File: config.mk
export PLATFORM = sky130hd
export DESIGN_NAME = hilo_unit_flat
export DESIGN_NICKNAME = d
export VERILOG_FILES = /design/src/rtl/hilo_unit_if.sv /design/src/rtl/hilo_unit.sv /design/src/flat_wrapper.sv
export SDC_FILE = /design/constraint.sdc
export NUM_CORES = 1
export LEC_CHECK = 0
export ABC_AREA = 1
export ABC_CLOCK_PERIOD_IN_PS = 4600
export CELL_PAD_IN_SITES_DETAIL_PLACEMENT = 1
export CELL_PAD_IN_SITES_GLOBAL_PLACEMENT = 1
export CORE_MARGIN = 1.5
export CORE_UTILIZATION = 41
export DETAILED_ROUTE_END_ITERATION = 6
export GPL_TIMING_DRIVEN = 0
export PLACE_DENSITY = 0.89
export SLEW_MARGIN = 20
export SYNTH_ARGS = -nofsm -noshare
export SYNTH_HDL_FRONTEND = slang
export SYNTH_SLANG_ARGS = --single-unit
export TNS_END_PERCENT = 30
File: constraint.sdc
create_clock -name mul_clk -period 4.6 [get_ports mul_clk]
set_clock_uncertainty 0.2 [all_clocks]
set_input_delay 0.69 -clock mul_clk [delete_from_list [all_inputs] [get_ports mul_clk]]
set_output_delay 0.69 -clock mul_clk [all_outputs]
set_load 0.01 [all_outputs]
File: src/rtl/hilo_unit_if.sv
// Request bus from decode into the HI/LO unit.
// Carries op_valid/op_ready handshake, op_code and src_a/src_b operands.
interface hilo_unit_if;
  logic        op_valid;
  logic        op_ready;
  logic [2:0]  op_code;
  logic [31:0] src_a;
  logic [31:0] src_b;

  modport master (
    output op_valid, op_code, src_a, src_b,
    input  op_ready
  );

  modport slave (
    input  op_valid, op_code, src_a, src_b,
    output op_ready
  );
endinterface

File: src/rtl/hilo_unit.sv
// Multiply/divide issue stage and HI/LO owner: feeds the external multiplier,
// runs a restoring divider, exposes hi/lo, busy, done, div_zero.
module hilo_unit #(
  parameter int MUL_LAT = 1
) (
  input  logic        mul_clk,
  input  logic        reset,
  hilo_unit_if.slave  req,
  output logic [31:0] mul_x,
  output logic [31:0] mul_y,
  output logic        mul_signed,
  input  logic [63:0] mul_result,
  output logic [31:0] hi,
  output logic [31:0] lo,
  output logic        busy,
  output logic        done,
  output logic        div_zero
);

  localparam logic [1:0] S_IDLE = 2'd0;
  localparam logic [1:0] S_MUL  = 2'd1;
  localparam logic [1:0] S_DIV  = 2'd2;
  localparam logic [1:0] S_FIX  = 2'd3;

  logic [1:0]  r_state;
  logic [5:0]  r_cnt;
  logic [31:0] r_hi, r_lo;
  logic [31:0] r_mx, r_my;
  logic        r_ms;
  logic        r_done, r_dz;
  logic [31:0] r_dvd, r_dvs, r_rem;
  logic        r_qneg, r_rneg, r_zero;

  logic        w_acc;
  logic        w_mul, w_div, w_mthi, w_mtlo;
  logic        w_sgn;
  logic [31:0] w_a_abs, w_b_abs;
  logic [32:0] w_rem, w_diff;
  logic        w_ge;

  assign req.op_ready = (r_state == S_IDLE) && !reset;
  assign w_acc = req.op_valid && req.op_ready;

  assign w_mul  = req.op_code[2:1] == 2'b00;
  assign w_div  = req.op_code[2:1] == 2'b01;
  assign w_mthi = req.op_code == 3'b100;
  assign w_mtlo = req.op_code == 3'b101;
  assign w_sgn  = !req.op_code[0];

  assign w_a_abs = (w_sgn && req.src_a[31]) ? -req.src_a : req.src_a;
  assign w_b_abs = (w_sgn && req.src_b[31]) ? -req.src_b : req.src_b;

  // Shift next dividend bit into the remainder; the borrow of the trial
  // subtraction decides the quotient bit.
  assign w_rem  = {r_rem, r_dvd[31]};
  assign w_diff = w_rem - {1'b0, r_dvs};
  assign w_ge   = !w_diff[32];

  always_ff @(posedge mul_clk) begin
    if (reset) begin
      r_state <= S_IDLE;
      r_cnt   <= '0;
      r_hi    <= '0;
      r_lo    <= '0;
      r_mx    <= '0;
      r_my    <= '0;
      r_ms    <= 1'b0;
      r_done  <= 1'b0;
      r_dz    <= 1'b0;
      r_dvd   <= '0;
      r_dvs   <= '0;
      r_rem   <= '0;
      r_qneg  <= 1'b0;
      r_rneg  <= 1'b0;
      r_zero  <= 1'b0;
    end else begin
      r_done <= 1'b0;
      r_dz   <= 1'b0;
      unique case (r_state)
        S_IDLE: begin
          if (w_acc) begin
            unique case (1'b1)
              w_mul: begin
                r_mx    <= req.src_a;
                r_my    <= req.src_b;
                r_ms    <= w_sgn;
                r_cnt   <= 6'(MUL_LAT);
                r_state <= S_MUL;
              end
              w_div: begin
                if (req.src_b == '0) begin
                  r_zero  <= 1'b1;
                  r_state <= S_FIX;
                end else begin
                  r_zero  <= 1'b0;
                  r_dvd   <= w_a_abs;
                  r_dvs   <= w_b_abs;
                  r_qneg  <= w_sgn && (req.src_a[31] ^ req.src_b[31]);
                  r_rneg  <= w_sgn && req.src_a[31];
                  r_rem   <= '0;
                  r_cnt   <= 6'd32;
                  r_state <= S_DIV;
                end
              end
              w_mthi: begin
                r_hi   <= req.src_a;
                r_done <= 1'b1;
              end
              w_mtlo: begin
                r_lo   <= req.src_a;
                r_done <= 1'b1;
              end
              default: r_done <= 1'b1;
            endcase
          end
        end
        S_MUL: begin
          if (r_cnt == '0) begin
            {r_hi, r_lo} <= mul_result;
            r_done  <= 1'b1;
            r_state <= S_IDLE;
          end else begin
            r_cnt <= r_cnt - 6'd1;
          end
        end
        S_DIV: begin
          r_rem <= w_ge ? w_diff[31:0] : w_rem[31:0];
          r_dvd <= {r_dvd[30:0], w_ge};
          r_cnt <= r_cnt - 6'd1;
          if (r_cnt == 6'd1) r_state <= S_FIX;
        end
        default: begin
          if (r_zero) begin
            r_dz <= 1'b1;
          end else begin
            r_lo <= r_qneg ? -r_dvd : r_dvd;
            r_hi <= r_rneg ? -r_rem : r_rem;
          end
          r_zero  <= 1'b0;
          r_done  <= 1'b1;
          r_state <= S_IDLE;
        end
      endcase
    end
  end

  assign mul_x      = r_mx;
  assign mul_y      = r_my;
  assign mul_signed = r_ms;
  assign hi         = r_hi;
  assign lo         = r_lo;
  assign busy       = r_state != S_IDLE;
  assign done       = r_done;
  assign div_zero   = r_dz;

endmodule

File: src/flat_wrapper.sv
// flat-port wrapper written by rule: the top's interface ports become plain ports
module hilo_unit_flat 
#(
  parameter int MUL_LAT = 1
)
  (mul_clk, reset, mul_x, mul_y, mul_signed, mul_result, hi, lo, busy, done, div_zero, req_op_valid, req_op_code, req_src_a, req_src_b, req_op_ready);
  hilo_unit_if req_i ();
  input  logic mul_clk;
  input  logic reset;
  output logic [31:0] mul_x;
  output logic [31:0] mul_y;
  output logic mul_signed;
  input  logic [63:0] mul_result;
  output logic [31:0] hi;
  output logic [31:0] lo;
  output logic busy;
  output logic done;
  output logic div_zero;
  input wire logic [$bits(req_i.op_valid)-1:0] req_op_valid;
  input wire logic [$bits(req_i.op_code)-1:0] req_op_code;
  input wire logic [$bits(req_i.src_a)-1:0] req_src_a;
  input wire logic [$bits(req_i.src_b)-1:0] req_src_b;
  output wire logic [$bits(req_i.op_ready)-1:0] req_op_ready;
  assign req_i.op_valid = req_op_valid;
  assign req_i.op_code = req_op_code;
  assign req_i.src_a = req_src_a;
  assign req_i.src_b = req_src_b;
  assign req_op_ready = req_i.op_ready;
  hilo_unit #(.MUL_LAT(MUL_LAT)) u_core (.mul_clk(mul_clk), .reset(reset), .req(req_i), .mul_x(mul_x), .mul_y(mul_y), .mul_signed(mul_signed), .mul_result(mul_result), .hi(hi), .lo(lo), .busy(busy), .done(done), .div_zero(div_zero));
endmodule
==> results of run 1 <==
==> flip-flops by register name (all words and copies together) (netlist names), 2 cells and up <==
signal          count
u_core.hi          32
u_core.mul_y       32
u_core.r_state      2
u_core.r_cnt        6
u_core.lo          32
u_core.r_dvs       32
u_core.mul_x       32
u_core.r_dvd       32
u_core.r_rem       32
==> final cells by class <==
cell class / count / area (um^2)
buffer: 124 / 651
inverter: 342 / 1290
clock buffer: 41 / 843
tap: 525 / 657
fill: 5364 / 18800
clock inverter: 14 / 255
timing repair buffer: 265 / 2650
multi-input combinational: 1976 / 9990
sequential: 238 / 4760
==> metal layers <==
metal	part of all wire	vias up	GRT usage
met5	0.00016	-	0
met4	0.054	2	0.196
met3	0.073	200	0.0566
met2	0.46	840	0.647
met1	0.42	9748	0.492
li1	-	9334	-
==> report_power, final <==
part,internal (mW),total [mW],switching (mW)
Sequential,2.50,2.91,0.402
Clock,1.67,2.69,1.01
Combinational,3.03,9.33,6.29
==> cells in the final DEF (no fill, tap or decap), types with 3 or more instances in the layout <==
master           count
clkdlybuf4s50_1    265
a31oi_1             11
o21ai_1             10
or2_2                5
nor2_1             255
and2_1               4
clkbuf_16           31
nand3_2             26
nand3b_1             5
a21oi_2             27
nand4_1             28
a211oi_1             3
inv_1              328
nor2_4               3
o21bai_1             6
clkinv_2             4
ha_1                43
and3_1               3
bufinv_16            7
nand2_1            598
buf_4               10
nand3_1            200
clkbuf_8             3
nor3_1              28
inv_2               12
a21oi_1            262
o21ai_0            309
xor2_1              31
nor2_2              13
nand2_4              3
xnor2_1             20
buf_6               12
buf_2               36
clkbuf_1            69
o211ai_1            15
nand2_2             40
dfxtp_1            238
==> cell families after synthesis <==
logic type | Yosys count
compound gates | 659
buf+inv | 466
flops | 238
fa+ha+maj | 44
simple gates | 1222
xor+xnor | 51
==> stage by stage <==
stage                     utilization  cell area, um^2  std cells
after global placement          0.501            20000       3470
after global routing            0.529            21100       3525
final                           0.529            21100       3525
after CTS                       0.529            21100       3525
after detailed placement        0.501            20000       3470
after floorplan                     -            16700       2680
==> final timing paths <==
check                    startpoint              end  slack [ns]  cells past startpoint
setup / recovery  u_core.r_state[0]             busy        0.20                      7
hold reg to reg     u_core.r_dvs[4]  u_core.r_dvs[4]        0.28                      2
setup reg to reg  u_core.r_state[0]    u_core.lo[17]        1.18                      7
hold / removal      u_core.r_dvs[4]  u_core.r_dvs[4]        0.28                      2
==> critical path: stages (launching register included) <==
cell and delay, ns:
dfxtp_1 0.42, inv_1 0.10, ha_1 0.23, buf_4 0.19, inv_2 0.09, buf_2 0.38, clkbuf_1 0.80, clkdlybuf4s50_1 0.70
==> metrics.yaml, run 1 <==
place_congestion: 0.994
ctsHoldBuffers: 0
synth_top_area_share: 0.285
clk_latency_ns: 0.59
via_per_inst: 5.71
clock_sinks: 238
setup.worst_path.end_class: "output port"
area_delta_synth_final_pct: 26.4
setup_ws_ns: 0.197
tightest_slew_ns: 1.01
peakVddDrop_mv: 0.336
die_x_um: 205
crit_path_start_kind: "flop"
ys_seq_elements: 238
synth_area_um2: 16700
netlist_top_cells_area: "dfxtp_1 29%, nand2_1 13%, o21ai_0 9.3%, a21oi_1 7.9%, inv_1 7.4%"
antenna_found_initial: 1
synthArstFlopShare: 0
fin_setup_tns_ns: 0
syn_area_per_cell_um2: 6.23
yosysTopAreaCell: "dfxtp_1"
slew_violations: 0
hold_path_class: "reg2reg"
worst-path-max-fanout: 10
critPathArrivalTime_ns: 3.51
insertedDiodeCount: 0
synth_flop_cell: "dfxtp_1"
die_h_um: 205
syn_nets: 2858
clock_path_buffers: 3
die_area_um2: 41900
worst-setup-path-type: "reg2out"
grtUsageTotal: 0.390
wl_um: 83800
synth_mux_area_frac: 0
power_density_nw_per_um2: 707
synth_warnings: 0
cts_resized: 0
setup_violations: 0
p_leak_nw: 9.21
synth-simple-area-share: 0.325
synthCells: 2680
cts-buffers-inserted: 30
yosysSeqAreaShare: 0.285
post-cts-setup-buffers: 0
synth-compound-area-share: 0.213
synth_edf_count: 0
cts_root_buf: "clkbuf_16"
grt_overflow_total: 0
htreeDepth: 1
synthAdderAreaFrac: 0.0334
worstPathRequired_ns: 3.71
io_buffer_count: 265
yosys-top-cells-count: "598 x nand2_1, 328 x inv_1, 309 x o21ai_0"
min_period_ns: 4.40
rows: 73
run_status: "complete, no violations"
rsz0062_at_grt: "no"
nets: 3155
finalPower_mw: 14.9
hold_ws_ns: 0.282
dpl.hpwl_um: 67400
synthXorXnorAreaFrac: 0.0268
cts_tree: "yes"
coreArea_um2: 39900
relSlewSlack: 0.329
finalCritPeriodShare: 0.957
drive_above_1_share: 0.0840
postRouteAntennaNets: 0
ys_types: 56
grt_max_degree: 15
clkTransAtPathRegs_ns: 0.06
timing.fmax_mhz: 227
synth_top_family_by_area: "simple AND/OR/NAND/NOR gates"
pin_count: 267
synth_most_common_cell: "nand2_1"
drc: 0
post_drt_wl_per_cell_um: 23.8
dr.pass1.iters: 5
finalHoldViolCount: 0
drt-initial-drc-count: 1630
start_util: 0.418
maxCapViolations: 0
grt_pass1_vias: 20500
dp_slack_ns: 0.929
vias: 20100
grt_pass1_wl_um: 124000
Power figures use the tool's default switching activity.
==> run 2: changes to the inputs <==
Settings changed: PLACE_DENSITY 0.89 to not set, PLACE_DENSITY_LB_ADDON set to 0.1.
==> run 2 against run 1 <==
Compared with the run above:
- global-route usage shrank 1.3 points
- die area is the same
- final area down 0.58%
- non-clock buffer count unchanged
- first-iteration DRC count decreased by 11%
==> metrics.yaml, run 2 (same netlist as run 1, synthesis figures left out) <==
ctsHoldBuffers: 0  # unchanged
hold_start: "u_core.hi[3]"
drive_above_1_share: 0.0827  # -0.00131
dpl.hpwl_um: 64700  # -4.0%
timing.fmax_mhz: 231  # +1.6%
place_area_um2: 20000  # unchanged
vias: 20000  # -0.60%
die_x_um: 205  # unchanged
pin_count: 267  # unchanged
drc: 0  # unchanged
worst-path-max-fanout: 10  # unchanged
nets: 3154  # -0.032%
clock_sinks: 238  # unchanged
slowest_delay_ns: 0.70  # -0.10 ns
hold_path_class: "reg2reg"
insertedDiodeCount: 0  # unchanged
grt_pass1_vias: 20300  # -0.89%
clock_path_buffers: 3  # unchanged
finalCritPeriodShare: 0.942  # -0.0154
min_to: "u_core.hi[3]"
final_cell_area_um2: 21000  # -0.58%
fin_setup_tns_ns: 0  # unchanged
postRouteAntennaNets: 0  # unchanged
place_congestion: 0.990  # -0.42%
grt_overflow_total: 0  # unchanged
antenna_found_initial: 1  # unchanged
crit_slowest_cell: "clkbuf_1"
final_common_cell: "nand2_1"
cts-buffers-inserted: 29  # -3.3%
finalHoldViolCount: 0  # unchanged
r2r-end: "u_core.lo[31]"
coreArea_um2: 39900  # unchanged
cts_resized: 0  # unchanged
maxCapViolations: 0  # unchanged
post-cts-setup-buffers: 0  # unchanged
tightest_slew_ns: 0.989  # -0.0169 ns
die_h_um: 205  # unchanged
grtUsageTotal: 0.378  # -0.0126
final_cell_mix: "598 x nand2_1, 328 x inv_1, 309 x o21ai_0, 265 x clkdlybuf4s50_1, 262 x a21oi_1"
reg2reg_setup_slack_ns: 1.49  # +0.31 ns
run_status: "complete, no violations"
post_drt_wl_per_cell_um: 22.8  # -4.0%
drt-initial-drc-count: 1447  # -11%
start_util: 0.418  # unchanged
rows: 73  # unchanged
area_delta_synth_final_pct: 25.7
reg2reg_from: "u_core.r_state[0]"
io_buffer_count: 265  # unchanged
grt_max_degree: 16  # +1
crit_chain: "inv_1 > ha_1 > buf_4 > inv_2 > buf_2 > clkbuf_1 > nor2_1 > clkdlybuf4s50_1"
worst-setup-path-type: "reg2out"
cts_tree: "yes"
worstHoldPathCells: 2  # unchanged
grt_pass1_wl_um: 121000  # -2.6%
setup_ws_ns: 0.268  # +0.0710 ns
power_density_nw_per_um2: 692  # -2.1%
slew_violations: 0  # unchanged
p_leak_nw: 9.16  # -0.64%
critPathArrivalTime_ns: 3.44  # -0.07 ns
via_per_inst: 5.68  # -0.57%
min_period_ns: 4.33  # -0.0710 ns
worstPathRequired_ns: 3.71  # about the same
peakVddDrop_mv: 0.335  # -0.24%
clk_latency_ns: 0.59  # about the same
rsz0062_at_grt: "no"
crit_path_start_kind: "flop"
reg2regPathDepth: 9  # +2
setup.worst_path.end_class: "output port"
wl_um: 80500  # -4.0%
clkTransAtPathRegs_ns: 0.06  # about the same
dr.pass1.iters: 5  # unchanged
htreeDepth: 1  # unchanged
cts_root_buf: "clkbuf_16"
relSlewSlack: 0.340  # +0.0113
dp_slack_ns: 0.985  # +0.0565 ns
final_util: 0.526  # -0.00307
die_area_um2: 41900  # unchanged
setup_violations: 0  # unchanged
==> run 2: cell types whose count changed in the layout (fill, tap and decap cells not counted) <==
cell / change
inv_16: +1
inv_6: -2
clkbuf_8: +5
bufinv_16: -5
clkinv_2: -1
clkbuf_1: +3
clkbuf_16: -2
==> run 2: worst max-delay path by stage <==
stage	startpoint	to	slack (ns)	cells past startpoint
2_1_floorplan	u_core.r_dvd[31]	u_core.r_rem[10]	2.21	18
3_3_place_gp	u_core.r_state[0]	req_op_ready	1.07	8
3_5_place_dp	u_core.r_state[0]	req_op_ready	0.99	8
4_1_cts	u_core.r_state[0]	req_op_ready	0.35	8
5_1_grt	u_core.r_state[0]	req_op_ready	0.23	8
6_report	u_core.r_state[0]	req_op_ready	0.27	8
==> run 2: layout make-up <==
cell class / count / area (um^2)
Buffer: 124 / 651
Clock buffer: 47 / 873
Clock inverter: 7 / 103
Fill cell: 5499 / 18900
Inverter: 342 / 1290
Multi-Input combinational cell: 1976 / 9990
Sequential cell: 238 / 4760
Tap cell: 525 / 657
Timing Repair Buffer: 265 / 2650
==> run 2: power breakdown <==
group	leakage (nW)	switching, mW	internal (mW)
registers	1.94	0.404	2.50
clock network	0.477	0.985	1.41
logic	6.74	6.19	3.03
total	9.16	7.58	6.95
==> run 2: critical path: cells and delay by family (launching register included) <==
family	cells	cell delay, ns
flip-flops	1	0.39
buffers and inverters	6	2.02
AND/OR/NAND/NOR	1	0.22
adder cells (fa/ha/maj)	1	0.22
==> run 2: routing by layer <==
layer  vias up  track usage  share of wire
li1       9308            -              -
met1      9715        0.479           0.42
met2       797        0.628           0.46
met3       182       0.0474          0.070
met4         2        0.187          0.052
met5         -            0        0.00012
==> run 2: metrics by stage <==
step	hold WS, ns	total power, mW	std cells
after global placement	0.251	11.7	3470
after detailed placement	0.262	11.9	3470
after floorplan	0.230	8.77	2680
final	0.268	14.5	3524
after global routing	0.287	15.4	3524
after CTS	0.270	14.4	3524
==> run 3: changes to the inputs <==
Settings changed: ABC_CLOCK_PERIOD_IN_PS 4600 to 4700, CORE_MARGIN 1.5 to 8, CORE_UTILIZATION 41 to 38.
Clock period 4.6 ns to 4.7 ns, I/O delays scaled along.
==> run 3 against run 2 <==
Compared with the run above:
- utilization down 3.8 points
- sequential share of layout area down 0.093 points
- worst hold slack better by 0.0043 ns
- first-iteration DRC count down 4.8%
==> metrics.yaml, run 3 (same netlist as run 1, synthesis figures left out) <==
worstPathRequired_ns: 3.80  # +0.09 ns
grt_overflow_total: 0  # unchanged
hold_path_class: "reg2reg"
timing.fmax_mhz: 239
crit_path_start_kind: "flop"
drt-initial-drc-count: 1378  # -4.8%
grtUsageTotal: 0.311  # -0.0671
dp.cells: 3530  # +1.7%
slew_violations: 0  # unchanged
dpl.hpwl_um: 67700  # +4.7%
clock_path_buffers: 3  # unchanged
maxCapViolations: 0  # unchanged
clk_latency_ns: 0.57  # -0.02 ns
drive_above_1_share: 0.0844  # +0.00170
clock_sinks: 238  # unchanged
rsz0062_at_grt: "no"
nets: 3154  # unchanged
final_common_cell: "nand2_1"
postRouteAntennaNets: 0  # unchanged
post_drt_wl_per_cell_um: 23.0  # +0.95%
power_density_nw_per_um2: 674  # -2.6%
io_buffer_count: 265  # unchanged
p_leak_nw: 9.16  # about the same
peakVddDrop_mv: 0.344  # +2.6%
cts_tree: "yes"
htreeDepth: 1  # unchanged
insertedDiodeCount: 0  # unchanged
setup_violations: 0  # unchanged
place_congestion: 0.968  # -2.1%
clkTransAtPathRegs_ns: 0.06  # about the same
vias: 19700  # -1.6%
ctsHoldBuffers: 0  # unchanged
coreArea_um2: 43200  # +8.2%
setup.worst_path.end_class: "output port"
finalHoldViolCount: 0  # unchanged
die_x_um: 226  # +10%
antenna_found_initial: 1  # unchanged
wl_um: 82600  # +2.6%
rows: 76  # +4.1%
num-fill-cells: 5879  # +6.9%
via_per_inst: 5.49  # -3.3%
finalCritPeriodShare: 0.889
grt_pass1_wl_um: 122000  # +1.4%
drc: 0  # unchanged
finalPower_mw: 14.2  # -2.2%
min_period_ns: 4.18
area_delta_synth_final_pct: 26.2
worst-path-max-fanout: 10  # unchanged
cts-buffers-inserted: 29  # unchanged
worst-setup-path-type: "reg2out"
post-cts-setup-buffers: 0  # unchanged
cts_root_buf: "clkbuf_16"
critPathArrivalTime_ns: 3.27  # -0.17 ns
crit_chain: "inv_1 > ha_1 > buf_4 > inv_2 > buf_2 > clkbuf_1 > nor2_1 > clkdlybuf4s50_1"
dr.pass1.iters: 5  # unchanged
die_h_um: 226  # +10%
run_status: "complete, no violations"
cts_resized: 0  # unchanged
final_util: 0.488  # -0.0376
pin_count: 267  # unchanged
grt_pass1_vias: 20100  # -0.91%
start_util: 0.387  # -0.0315
post_layout_nonfiller_instances: 3583  # +1.7%
tightest_slew_ns: 1.09  # +0.0959 ns
relSlewSlack: 0.277  # -0.0640
crit_slowest_cell: "clkbuf_1"
fin_setup_tns_ns: 0  # unchanged
final_cell_mix: "598 x nand2_1, 328 x inv_1, 309 x o21ai_0, 265 x clkdlybuf4s50_1, 262 x a21oi_1"
grt_max_degree: 15  # -1
slowest_delay_ns: 0.67  # -0.03 ns
die_area_um2: 50900  # +21%
==> run 3: cell count changes in the layout (fill, tap and decap cells not counted) <==
cell | before | now
bufinv_16 | 2 | 3
clkinv_2 | 3 | 4
inv_6 | 0 | 2
inv_16 | 1 | 0
clkbuf_1 | 72 | 66
clkbuf_8 | 8 | 5
clkinv_4 | 0 | 4
clkinvlp_4 | 1 | 2
==> run 3: metrics by stage <==
step           instance area (um^2)  hold WS (ns)  worst slack [ns]
6_report                      21100         0.272             0.521
3_3_place_gp                  20100         0.252              1.14
2_1_floorplan                 16700         0.230              2.31
4_1_cts                       21100         0.270             0.570
5_1_grt                       21100         0.287             0.463
3_5_place_dp                  20100         0.260              1.17
==> run 3: worst paths after layout <==
check / end / depth (start not counted) / slack, ns / from
min: u_core.r_dvs[4] / 2 / 0.27 / u_core.r_dvs[4]
max reg2reg: u_core.lo[31] / 9 / 1.73 / u_core.r_state[1]
max: req_op_ready / 8 / 0.52 / u_core.r_state[1]
min reg2reg: u_core.r_dvs[4] / 2 / 0.27 / u_core.r_dvs[4]
==> run 3: layer usage <==
metal  vias up  GRT usage  share of wire
met5         -          0        0.00018
met4         2      0.129          0.047
met3       170     0.0392          0.048
met2       583      0.544           0.48
met1      9593      0.380           0.42
li1       9329          -              -
==> run 3: power by group <==
part / total, mW / switching, mW / internal (mW)
clock: 2.38 / 0.999 / 1.38
combinational: 8.99 / 6.02 / 2.97
sequential: 2.83 / 0.384 / 2.45
total: 14.2 / 7.40 / 6.80
==> run 3: final cells by class <==
class | instances | area [um^2] | area share
Sequential cell | 238 | 4760 | 0.226
Tap cell | 585 | 732 | 0.0348
Inverter | 342 | 1290 | 0.0611
Buffer | 124 | 651 | 0.0309
Clock inverter | 15 | 178 | 0.00844
Clock buffer | 38 | 810 | 0.0384
Timing Repair Buffer | 265 | 2650 | 0.126
Multi-Input combinational cell | 1976 | 9990 | 0.474
==> run 3: worst max-delay path, delay by kind of cell (launching register included) <==
kind,cells,cell delay [ns]
buf+inv,6,1.92
flops,1,0.39
fa+ha+maj,1,0.20
simple gates,1,0.19
